## config.mk

```make
export PLATFORM = sky130hd
export DESIGN_NAME = axis_debug_resp_arbiter
export DESIGN_NICKNAME = d
export VERILOG_FILES = /design/src/rtl/axis_debug_pkg.sv /design/src/rtl/axis_skid_buffer.sv /design/src/rtl/axis_debug_resp_arbiter.sv
export SDC_FILE = /design/constraint.sdc
export NUM_CORES = 1
export LEC_CHECK = 0
export CAP_MARGIN = 20
export CORE_MARGIN = 1.5
export CORE_UTILIZATION = 48
export DETAILED_ROUTE_END_ITERATION = 8
export PLACE_DENSITY_LB_ADDON = 0.3
export SLEW_MARGIN = 20
export SYNTH_ARGS = -nofsm -noshare
export SYNTH_HDL_FRONTEND = slang
export SYNTH_SLANG_ARGS = --single-unit
```

## constraint.sdc

```tcl
create_clock -name i_clk -period 7.3 [get_ports i_clk]
set_input_delay 1.095 -clock i_clk [delete_from_list [all_inputs] [get_ports i_clk]]
set_output_delay 1.095 -clock i_clk [all_outputs]
set_load 0.03 [all_outputs]
```

## src/rtl/axis_debug_pkg.sv

```systemverilog
// Shared types for the axis_debug response fabric.
package axis_debug_pkg;

   localparam int AXIS_DEBUG_DATA_W = 8;

   typedef enum logic {
      IDLE,
      PASS
   } arb_state_t;

   // One stream beat as it travels through the fabric buffers.
   typedef struct packed {
      logic                         tlast;
      logic [AXIS_DEBUG_DATA_W-1:0] tdata;
   } axis_beat_t;

endpackage

```

## src/rtl/axis_skid_buffer.sv

```systemverilog
// Two-entry output buffer; the pop side is driven straight from the head
// register and push_ready depends only on registered fill.
module axis_skid_buffer #(
   parameter int WIDTH = 9
) (
   input  logic             clk,
   input  logic             rst_n,
   input  logic             push_valid,
   output logic             push_ready,
   input  logic [WIDTH-1:0] push_data,
   output logic             pop_valid,
   input  logic             pop_ready,
   output logic [WIDTH-1:0] pop_data
);

   logic [1:0]       count;
   logic [WIDTH-1:0] head;
   logic [WIDTH-1:0] tail;
   logic             push;
   logic             pop;

   assign push_ready = (count != 2'd2);
   assign pop_valid  = (count != 2'd0);
   assign pop_data   = head;
   assign push       = push_valid & push_ready;
   assign pop        = pop_valid & pop_ready;

   always_ff @(posedge clk or negedge rst_n) begin
      if (!rst_n) begin
         count <= 2'd0;
         head  <= '0;
         tail  <= '0;
      end else begin
         case ({push, pop})
            2'b10: begin
               if (count == 2'd0) head <= push_data;
               else               tail <= push_data;
               count <= count + 2'd1;
            end
            2'b01: begin
               head  <= tail;
               count <= count - 2'd1;
            end
            // Push+pop only happens with one entry held (full blocks push).
            2'b11: begin
               head <= (count == 2'd1) ? push_data : tail;
               tail <= push_data;
            end
            default: ;
         endcase
      end
   end

endmodule

```

## src/rtl/axis_debug_resp_arbiter.sv

```systemverilog
// Packet-granular round-robin merge of debug device response streams into
// one registered byte stream toward the host link.
module axis_debug_resp_arbiter
   import axis_debug_pkg::*;
#(
   parameter  int NUM_PORTS = 4,
   localparam int GRANT_W   = $clog2(NUM_PORTS)
) (
   input  logic                                      i_clk,
   input  logic                                      i_rst_n,
   input  logic [NUM_PORTS-1:0]                      i_s_axis_tvalid,
   output logic [NUM_PORTS-1:0]                      o_s_axis_tready,
   input  logic [NUM_PORTS-1:0][AXIS_DEBUG_DATA_W-1:0] i_s_axis_tdata,
   input  logic [NUM_PORTS-1:0]                      i_s_axis_tlast,
   output logic                                      o_m_axis_tvalid,
   input  logic                                      i_m_axis_tready,
   output logic [AXIS_DEBUG_DATA_W-1:0]              o_m_axis_tdata,
   output logic                                      o_m_axis_tlast,
   output logic                                      o_busy,
   output logic [GRANT_W-1:0]                        o_grant
);

   arb_state_t         state, state_nxt;
   logic [GRANT_W-1:0] grant, grant_nxt;
   logic [GRANT_W-1:0] last_grant, last_grant_nxt;
   logic               push_valid;
   logic               buf_ready;
   axis_beat_t         beat_in;
   axis_beat_t         beat_out;

   // First requester scanning upward from the port after the last winner.
   function automatic logic [GRANT_W-1:0] rr_select(
      input logic [NUM_PORTS-1:0] req,
      input logic [GRANT_W-1:0]   last
   );
      logic [GRANT_W-1:0] sel;
      logic               found;
      int                 idx;
      sel   = '0;
      found = 1'b0;
      for (int i = 1; i <= NUM_PORTS; i++) begin
         idx = (int'(last) + i) % NUM_PORTS;
         if (!found && req[idx]) begin
            sel   = GRANT_W'(idx);
            found = 1'b1;
         end
      end
      return sel;
   endfunction

   assign beat_in.tdata = i_s_axis_tdata[grant];
   assign beat_in.tlast = i_s_axis_tlast[grant];

   always_comb begin
      state_nxt       = state;
      grant_nxt       = grant;
      last_grant_nxt  = last_grant;
      o_s_axis_tready = '0;
      push_valid      = 1'b0;
      case (state)
         IDLE: begin
            if (|i_s_axis_tvalid) begin
               grant_nxt = rr_select(i_s_axis_tvalid, last_grant);
               state_nxt = PASS;
            end
         end
         PASS: begin
            o_s_axis_tready[grant] = buf_ready;
            push_valid             = i_s_axis_tvalid[grant];
            if (push_valid && buf_ready && beat_in.tlast) begin
               last_grant_nxt = grant;
               state_nxt      = IDLE;
            end
         end
         default: state_nxt = IDLE;
      endcase
   end

   always_ff @(posedge i_clk or negedge i_rst_n) begin
      if (!i_rst_n) begin
         state      <= IDLE;
         grant      <= '0;
         last_grant <= GRANT_W'(NUM_PORTS - 1);
      end else begin
         state      <= state_nxt;
         grant      <= grant_nxt;
         last_grant <= last_grant_nxt;
      end
   end

   axis_skid_buffer #(
      .WIDTH($bits(axis_beat_t))
   ) u_skid (
      .clk        (i_clk),
      .rst_n      (i_rst_n),
      .push_valid (push_valid),
      .push_ready (buf_ready),
      .push_data  (beat_in),
      .pop_valid  (o_m_axis_tvalid),
      .pop_ready  (i_m_axis_tready),
      .pop_data   (beat_out)
   );

   assign o_m_axis_tdata = beat_out.tdata;
   assign o_m_axis_tlast = beat_out.tlast;
   assign o_busy         = (state == PASS);
   assign o_grant        = grant;

endmodule
```

# Word level (Yosys, flattened, before mapping)
# Index checks and enable logic that the tools add are counted.
# Widths: inputs -> output; s select.
dict set report classes {
  add_sub_neg 6
  multipliers 0
  div 0
  magnitude_cmp 6
  eq_ne 7
  shifts 0
  mux 44
  bitwise 8
  n_reduce_logical 23
}
# cell n
set op_table {}
lappend op_table {{$mux 9} 3}
lappend op_table {{$pmux 9 s3} 1}
lappend op_table {{$mux 1} 23}
lappend op_table {{$pmux 9 s2} 1}
lappend op_table {{$bmux 8 s2} 1}
lappend op_table {{$lt 3x4->1 const B} 4}
lappend op_table {{$bmux 1 s2} 6}
lappend op_table {{$mux 2} 4}
lappend op_table {{$mux 8} 1}
lappend op_table {{$reduce_and 2->1} 4}
lappend op_table {{$reduce_or 2->1} 4}
lappend op_table {{$add 2x1->2 const B} 3}
lappend op_table {{$logic_and 1x1->1} 6}
lappend op_table {{$reduce_bool 2->1} 3}
lappend op_table {{$add 2x2->2 const B} 2}
lappend op_table {{$and 1x1->1 const A} 4}
lappend op_table {{$and 4x4->4} 1}
lappend op_table {{$eq 2x1->1 const B} 2}
lappend op_table {{$eq 2x2->1 const B} 2}
lappend op_table {{$mux 4} 1}
lappend op_table {{$ne 2x2->1 const B} 2}
lappend op_table {{$pmux 2 s2} 1}
lappend op_table {{$reduce_or 4->1} 1}
lappend op_table {{$logic_not 1->1} 3}
lappend op_table {{10 further kinds} 11}
dict set report totals {
  regBits 25
  latchBits 0
  ramBits 0
  romBits 0
  input_bits 43
  elab_cells 100
  mem_count 0
}

# Depth between registers and ports, before layout
# Gate-level depths: netlist of run 1.
dict set report depth {
  depth_word 22
  mapped_depth 11
}

# Hierarchy
# A second synthesis of run 1 with hierarchy kept.
dict set report hier_totals {
  hier_cells 147
  hier_area_um2 1620.3
}
# module n_inst cells_per_inst area_each_um2
set by_module_without_submodules {}
lappend by_module_without_submodules {axis_skid_buffer 1 98 1069.8}
lappend by_module_without_submodules {axis_debug_resp_arbiter 1 49 550.5}

# Worst setup path after synthesis of run 1
# Ideal clock, no wire load.
dict set report synth_timing {
  path_kind {input-to-reg}
  startpoint {in i_s_axis_tvalid[3]}
  endpoint {reg u_skid.tail[0]}
  setup_time_ns 0.125
  t_arrival_ns 2.935
  required_ns 7.175
  setup_slack_ns 4.240
  stages 8
  n_path_buf 2
  path_cell_list {mux4_2 -> buf_2 -> nand2_1 -> inv_1 -> ha_1 -> mux2_2 -> clkbuf_1 -> mux2_2}
}
dict set report synth_between {
  elab_chain_cells 7
  elab_cells_between_ends 10
  cone_classes {eq/ne (3); mux (4); bitwise (1); reduce/logical (2)}
}
# item line_no
set synth_lines {}
lappend synth_lines {{start, declared} axis_debug_resp_arbiter.sv:11} ;# input logic [NUM_PORTS-1:0] i_s_axis_tvalid,
lappend synth_lines {{$bmux 1 s2 *} axis_debug_resp_arbiter.sv:69} ;# push_valid = i_s_axis_tvalid[grant];
lappend synth_lines {{$mux 1 (implied by the code) *} axis_debug_resp_arbiter.sv:69}
lappend synth_lines {{$mux 1 *} axis_debug_resp_arbiter.sv:60} ;# case (state)
lappend synth_lines {{$and 1x1->1 *} axis_skid_buffer.sv:25} ;# assign push = push_valid & push_ready;
lappend synth_lines {{$eq 2x2->1} axis_skid_buffer.sv:34} ;# case ({push, pop})
lappend synth_lines {{$ne 2x2->1 (no line) / $reduce_bool 2->1 (equally long branches)} --}
lappend synth_lines {{$reduce_and 2->1 (no line)} --}
lappend synth_lines {{end signal, assigned} axis_skid_buffer.sv:37} ;# else tail <= push_data;
lappend synth_lines {{end signal, assigned} axis_skid_buffer.sv:47} ;# tail <= push_data;
lappend synth_lines {{end, declared} axis_skid_buffer.sv:18} ;# logic [WIDTH-1:0] tail;
# Mark *: on every way between the ends. The rest lies on a longest branch, timed or not. The select of a mux whose other input is x is not followed.
# A chain may end at the register's enable or synchronous reset.

# Worst setup path after layout of run 1
dict set report layout_timing {
  startpoint {reg u_skid.count[0]}
  endpoint {out o_s_axis_tready[1]}
}
dict set report layout_between {
  elab_chain_cells 3
}
# item line_no
set layout_lines {}
lappend layout_lines {{start, declared} axis_skid_buffer.sv:16} ;# logic [1:0] count;
lappend layout_lines {{start signal, assigned} axis_skid_buffer.sv:38} ;# count <= count + 2'd1;
lappend layout_lines {{start signal, assigned} axis_skid_buffer.sv:42} ;# count <= count - 2'd1;
lappend layout_lines {{$ne 2x2->1} axis_skid_buffer.sv:22} ;# assign push_ready = (count != 2'd2);
lappend layout_lines {{$and 4x4->4 (no line)} --}
lappend layout_lines {{$mux 4} axis_debug_resp_arbiter.sv:60}
lappend layout_lines {{end, declared} axis_debug_resp_arbiter.sv:12} ;# output logic [NUM_PORTS-1:0] o_s_axis_tready,
# Every way passes these cells.

==> flow_metrics.env, run 1 <==
export IMPL_outcome="finished, final reports clean"
export IMPL_synth_seq_cells=25
export IMPL_cts_inserted_buffers=3
export IMPL_whs_path_depth=1
export IMPL_grt_pass1_wl_um=6780
export IMPL_holdBufCountCts=0
export IMPL_wl_per_cell_um=16.9
export IMPL_drtIter0Drc=78
export IMPL_drcViolationCount=0
export IMPL_drive_gt1_share_pct=10.8
export IMPL_cp_start_kind="flip-flop"
export IMPL_worst_slack_ns=3.98
export IMPL_wl_um=4050
export IMPL_initial_utilization_pct=50.2
export IMPL_detail_route_first_pass_iterations=4
export IMPL_ys_types=37
export IMPL_ys_flop_type="dfrtp_1"
export IMPL_yosysTopAreaCellShare_pct=34.3
export IMPL_r2r_cells=8
export IMPL_tightest_slew_ns=0.681
export IMPL_synth_edf_count=0
export IMPL_hold_viol=0
export IMPL_tns_ns=0
export IMPL_crit_fanout=5
export IMPL_slew_viol_final=0
export IMPL_cts_resized=0
export IMPL_syn_avg_cell_area_um2=11.6
export IMPL_place_ws_ns=3.75
export IMPL_yosys_warnings=0
export IMPL_grt_ovfl_total=0
export IMPL_grt_busiest_layer="met2"
export IMPL_synth_common_cells="dfrtp_1, mux2_2, o21ai_0"
export IMPL_synth_nets=194
export IMPL_num_antenna_cells=0
export IMPL_fmax_mhz=301
export IMPL_synth_area_um2=1680
export IMPL_use_met3_pct=2.90
export IMPL_tritoncts="built"
export IMPL_dp_hpwl_um=3170
export IMPL_synthCells=145
export IMPL_fin_skew_ns=0.00182
export IMPL_hold_class="flip-flop to flip-flop"
export IMPL_path_clk_slew_ns=0.13
export IMPL_die_height_um=62.1
export IMPL_rr_startpoint="u_skid.count[0]"
export IMPL_rsz0062_at_grt="false"
export IMPL_cp_data_required_time_ns=6.20
export IMPL_min_period_ns=3.32
export IMPL_use_met1_pct=27.3
export IMPL_core_area_um2=3340
export IMPL_first_global_vias=1491
export IMPL_max_vdd_ir_drop_mv=0.295
export IMPL_cts_buffer_depth=2
export IMPL_power_leakage_nw=0.891
export IMPL_rr_endpoint="u_skid.pop_data[3]"
export IMPL_crit_type="flip-flop to output port"
export IMPL_vias=1433
export IMPL_htree_levels=1
export IMPL_rows=21
export IMPL_postCtsSetupBuffers=0
export IMPL_cts_root_buf="clkbuf_4"
export IMPL_fin_crit_sh_pct=45.5
export IMPL_grtUsageMet2_pct=39.5
export IMPL_synth_most_common_cell="dfrtp_1"
export IMPL_timing_slew_headroom_pct=54.6
export IMPL_seq_area_frac_synth_pct=37.5
export IMPL_hold_start="u_skid.tail[3]"
export IMPL_gp_congestion=0.948
export IMPL_viasPerCell=5.97
export IMPL_portBuffers=59
export IMPL_grt_util_all_layers_pct=22.0
export IMPL_dieArea_um2=3860
export IMPL_die_w_um=62.1
export IMPL_setup_viol=0
export IMPL_synth_largest_area_cell="dfrtp_1"
export IMPL_cp_arrival_ns=2.23
export IMPL_clk_latency_ns=0.32
export IMPL_async_flop_share_pct=100
export IMPL_cts_sinks=25
export IMPL_nets=244
export IMPL_cap_violations=0
export IMPL_io_pins=60
export IMPL_ff2ff_setup_slack_ns=4.49
export IMPL_ant_nets=0
export IMPL_area_growth_pct=35.0
export IMPL_hold_end="u_skid.tail[3]"
export IMPL_end_kind="output port"
export IMPL_grt_max_degree=26
export IMPL_synthTopCellsByArea="dfrtp_1, mux4_1, mux2_2, ha_1, a211oi_1"
export IMPL_power_density_nw_per_um2=422
export IMPL_grt_antenna_before_repair=0
==> sequential cells by signal, indices dropped and copies added, names as in the netlist <==
signal,count
u_skid.pop_data,9
u_skid.count,2
o_busy,1
last_grant,2
o_grant,2
u_skid.tail,9
==> cell type report <==
| cell class | count | area, um^2 |
|---|---|---|
| inverter | 6 | 22.5 |
| fill | 258 | 1070 |
| timing repair buffer | 59 | 586 |
| tap | 46 | 57.6 |
| sequential | 25 | 628 |
| multi-input combinational | 100 | 943 |
| clock buffer | 4 | 26.3 |
==> stage by stage <==
step                      utilization (%)  hold WS, ns  area, um^2  cells  total power (W)
after floorplan                         -        0.473        1680    145         0.000719
after global placement               67.2        0.491        2240    236         0.000868
after detailed placement             67.2        0.497        2240    236         0.000892
after CTS                            68.0        0.527        2270    240         0.000957
after global routing                 67.8        0.541        2260    240          0.00103
final                                67.8        0.527        2260    240         0.000956
==> worst max-delay path by stage <==
stage / start / end / slack, ns / depth (start not counted)
3_5_place_dp: i_m_axis_tready / u_skid.pop_data[5] / 3.75 / 7
6_report: u_skid.count[0] / o_s_axis_tready[1] / 3.98 / 6
4_1_cts: u_skid.count[0] / o_s_axis_tready[1] / 3.99 / 6
5_1_grt: u_skid.count[0] / o_s_axis_tready[1] / 3.85 / 6
3_3_place_gp: i_m_axis_tready / u_skid.pop_data[4] / 3.88 / 7
2_1_floorplan: i_s_axis_tvalid[3] / u_skid.tail[0] / 4.24 / 8
==> cells by family after synthesis <==
family          share of synthesized area [%]
flops                                    37.5
compound gates                           19.4
mux                                      24.1
xor+xnor                                 1.04
buf+inv                                  6.27
fa+ha+maj                                4.48
simple gates                             7.24
==> critical path, cell delays in order, from the launching register on <==
cell	delay, ns
dfrtp_1	0.42
inv_1	0.08
ha_1	0.23
nor2b_1	0.27
nand2_1	0.10
nor2_1	0.11
clkdlybuf4s50_1	0.69
==> layout by cell type (no fill, tap or decap), types with 2 or more instances in the layout <==
cell,netlist,routed
clkdlybuf4s50_1,0,58
dfrtp_1,23,23
o21ai_0,12,12
mux2_2,12,12
mux4_1,9,9
o211ai_1,9,9
a211oi_1,9,9
a31oi_1,9,9
inv_1,6,6
ha_1,6,6
nand2_1,4,4
nor2b_1,3,3
nand2b_1,3,3
a21boi_0,3,3
clkbuf_4,0,3
nor4_1,2,2
a21oi_1,2,2
xnor2_1,2,2
dfstp_2,2,2
==> power by group <==
group / switching, W / internal, W / leakage [nW] / total [W]
clock: 0.0000420 / 0.0000214 / 0.0150 / 0.0000634
sequential: 0.0000724 / 0.000217 / 0.287 / 0.000290
combinational: 0.000313 / 0.000289 / 0.589 / 0.000603
total: 0.000428 / 0.000528 / 0.891 / 0.000956
==> metal layers <==
layer  vias up  routed length, um  part of all wire [%]
li1        663                  -                     -
met1       703               1670                    41
met2        56               2100                    52
met3        11                196                   4.8
met4         0                 84                   2.1
met5         -                  0                     0
(Power assumes the default switching activity.)
==> run 2, diff against run 1 <==
CORE_UTILIZATION = 45   (was 48)
clock period = 3.2 ns   (was 7.3 ns; I/O delays follow)
==> run 2 against run 1 <==
Combinational power up 140%. Power up 130%. Core utilization down 0.54 points. Hold slack worse by 0.35 ns. Sequential power up 110%. Cell area up 2.3%. First-iteration DRC count down 18%. Worst setup slack worse by 3.5 ns. Critical path depth down 1. Register-to-register slack worse by 3.6 ns. Highest routed layer unchanged.
==> flow_metrics.env, run 2 (same netlist as run 1, synthesis figures left out) <==
export IMPL_die_height_um=64.0
export IMPL_drtIter0Drc=64
export IMPL_setup_viol=0
export IMPL_tritoncts="built"
export IMPL_cts_sinks=25
export IMPL_rsz0062_at_grt="false"
export IMPL_detail_route_first_pass_iterations=5
export IMPL_power_leakage_nw=0.917
export IMPL_core_area_um2=3440
export IMPL_grt_ovfl_total=0
export IMPL_cp_data_required_time_ns=2.72
export IMPL_rows=21
export IMPL_die_w_um=64.0
export IMPL_clk_latency_ns=0.27
export IMPL_min_period_ns=2.68
export IMPL_drcViolationCount=0
export IMPL_tns_ns=0
export IMPL_initial_utilization_pct=48.7
export IMPL_num_antenna_cells=0
export IMPL_power_density_nw_per_um2=968
export IMPL_htree_levels=1
export IMPL_cts_root_buf="clkbuf_8"
export IMPL_wl_um=3950
export IMPL_wl_per_cell_um=16.2
export IMPL_fin_crit_sh_pct=83.7
export IMPL_end_kind="output port"
export IMPL_outcome="finished, final reports clean"
export IMPL_grt_antenna_before_repair=0
export IMPL_vias=1422
export IMPL_io_pins=60
export IMPL_nFillCells=266
export IMPL_crit_fanout=5
export IMPL_portBuffers=59
export IMPL_slew_viol_final=0
export IMPL_max_vdd_ir_drop_mv=0.580
export IMPL_cp_start_kind="flip-flop"
export IMPL_cts_buffer_depth=2
export IMPL_grt_util_all_layers_pct=20.8
export IMPL_fin_skew_ns=0.00410
export IMPL_viasPerCell=5.83
export IMPL_power_w=0.00224
export IMPL_area_growth_pct=38.1
export IMPL_crit_type="flip-flop to output port"
export IMPL_most_common_layout_cells="clkdlybuf4s50_1, dfrtp_1, o21ai_0, mux2_2"
export IMPL_dp_hpwl_um=3140
export IMPL_gp_congestion=0.959
export IMPL_drive_gt1_share_pct=13.1
export IMPL_hold_class="input port to asynchronous set/reset pin"
export IMPL_cts_resized=0
export IMPL_dieArea_um2=4100
export IMPL_grt_pass1_wl_um=6700
export IMPL_timing_slew_headroom_pct=61.3
export IMPL_cp_arrival_ns=2.20
export IMPL_fmax_mhz=373
export IMPL_holdBufCountCts=0
export IMPL_first_global_vias=1414
export IMPL_postCtsSetupBuffers=0
export IMPL_ant_nets=0
export IMPL_grt_max_degree=25
export IMPL_nets=248
export IMPL_hold_viol=0
export IMPL_cts_inserted_buffers=3
export IMPL_path_clk_slew_ns=0.09
export IMPL_cap_violations=0
export IMPL_final_common_cell="clkdlybuf4s50_1"
export IMPL_tightest_slew_ns=0.579
## run 2: metal layers
layer  up-vias  track usage [%]  share of wire, %
li1        671                -                 -
met4         0             4.35              0.33
met1       701             24.9                41
met2        48             37.9                54
met5         -                0                 0
met3         2             4.58               5.0
## run 2: path summary, 6_finish.rpt
kind / startpoint / to / cells after the start / slack, ns
hold reg to reg: u_skid.tail[4] / u_skid.tail[4] / 1 / 0.52
setup reg to reg: u_skid.count[0] / u_skid.pop_data[7] / 9 / 0.87
max in group asynchronous: i_rst_n / last_grant[0] / 2 / 2.48
min in group i_clk: u_skid.tail[4] / u_skid.tail[4] / 1 / 0.52
hold / removal: i_rst_n / u_skid.pop_data[2] / 1 / 0.18
setup / recovery: u_skid.count[0] / o_s_axis_tready[2] / 5 / 0.52
## run 2: stage by stage
stage / worst slack [ns] / instances / area, um^2 / hold slack [ns] / utilization (%)
6_report: 0.521 / 244 / 2320 / 0.176 / 67.3
5_1_grt: 0.426 / 244 / 2320 / 0.203 / 67.3
4_1_cts: 0.528 / 244 / 2320 / 0.518 / 67.4
3_5_place_dp: 0.334 / 240 / 2270 / 0.496 / 66.0
3_3_place_gp: 0.412 / 240 / 2270 / 0.493 / 66.0
2_1_floorplan: 0.507 / 145 / 1680 / 0.184 / -
## run 2: final cells by class
class / count / area [um^2] / share of cell area (%)
well taps: 46 / 57.6 / 2.49
repair buffers: 63 / 616 / 26.6
flip-flops and latches: 25 / 628 / 27.1
multi-input cells: 100 / 943 / 40.7
inverters: 6 / 22.5 / 0.972
clock buffers: 3 / 41.3 / 1.78
clock inverters: 1 / 7.51 / 0.324
## run 2: critical path, stage by stage (launching register included)
cell,delay [ns]
dfrtp_1,0.40
inv_1,0.08
ha_1,0.24
nor2b_1,0.31
and3b_2,0.24
clkdlybuf4s50_1,0.66
## run 2: report_power, final
| part | internal, W | switching (W) | total [W] | leakage, nW |
|---|---|---|---|---|
| sequential | 0.000498 | 0.000109 | 0.000607 | 0.287 |
| clock | 0.0000883 | 0.000103 | 0.000191 | 0.0217 |
| combinational | 0.000680 | 0.000763 | 0.00144 | 0.608 |
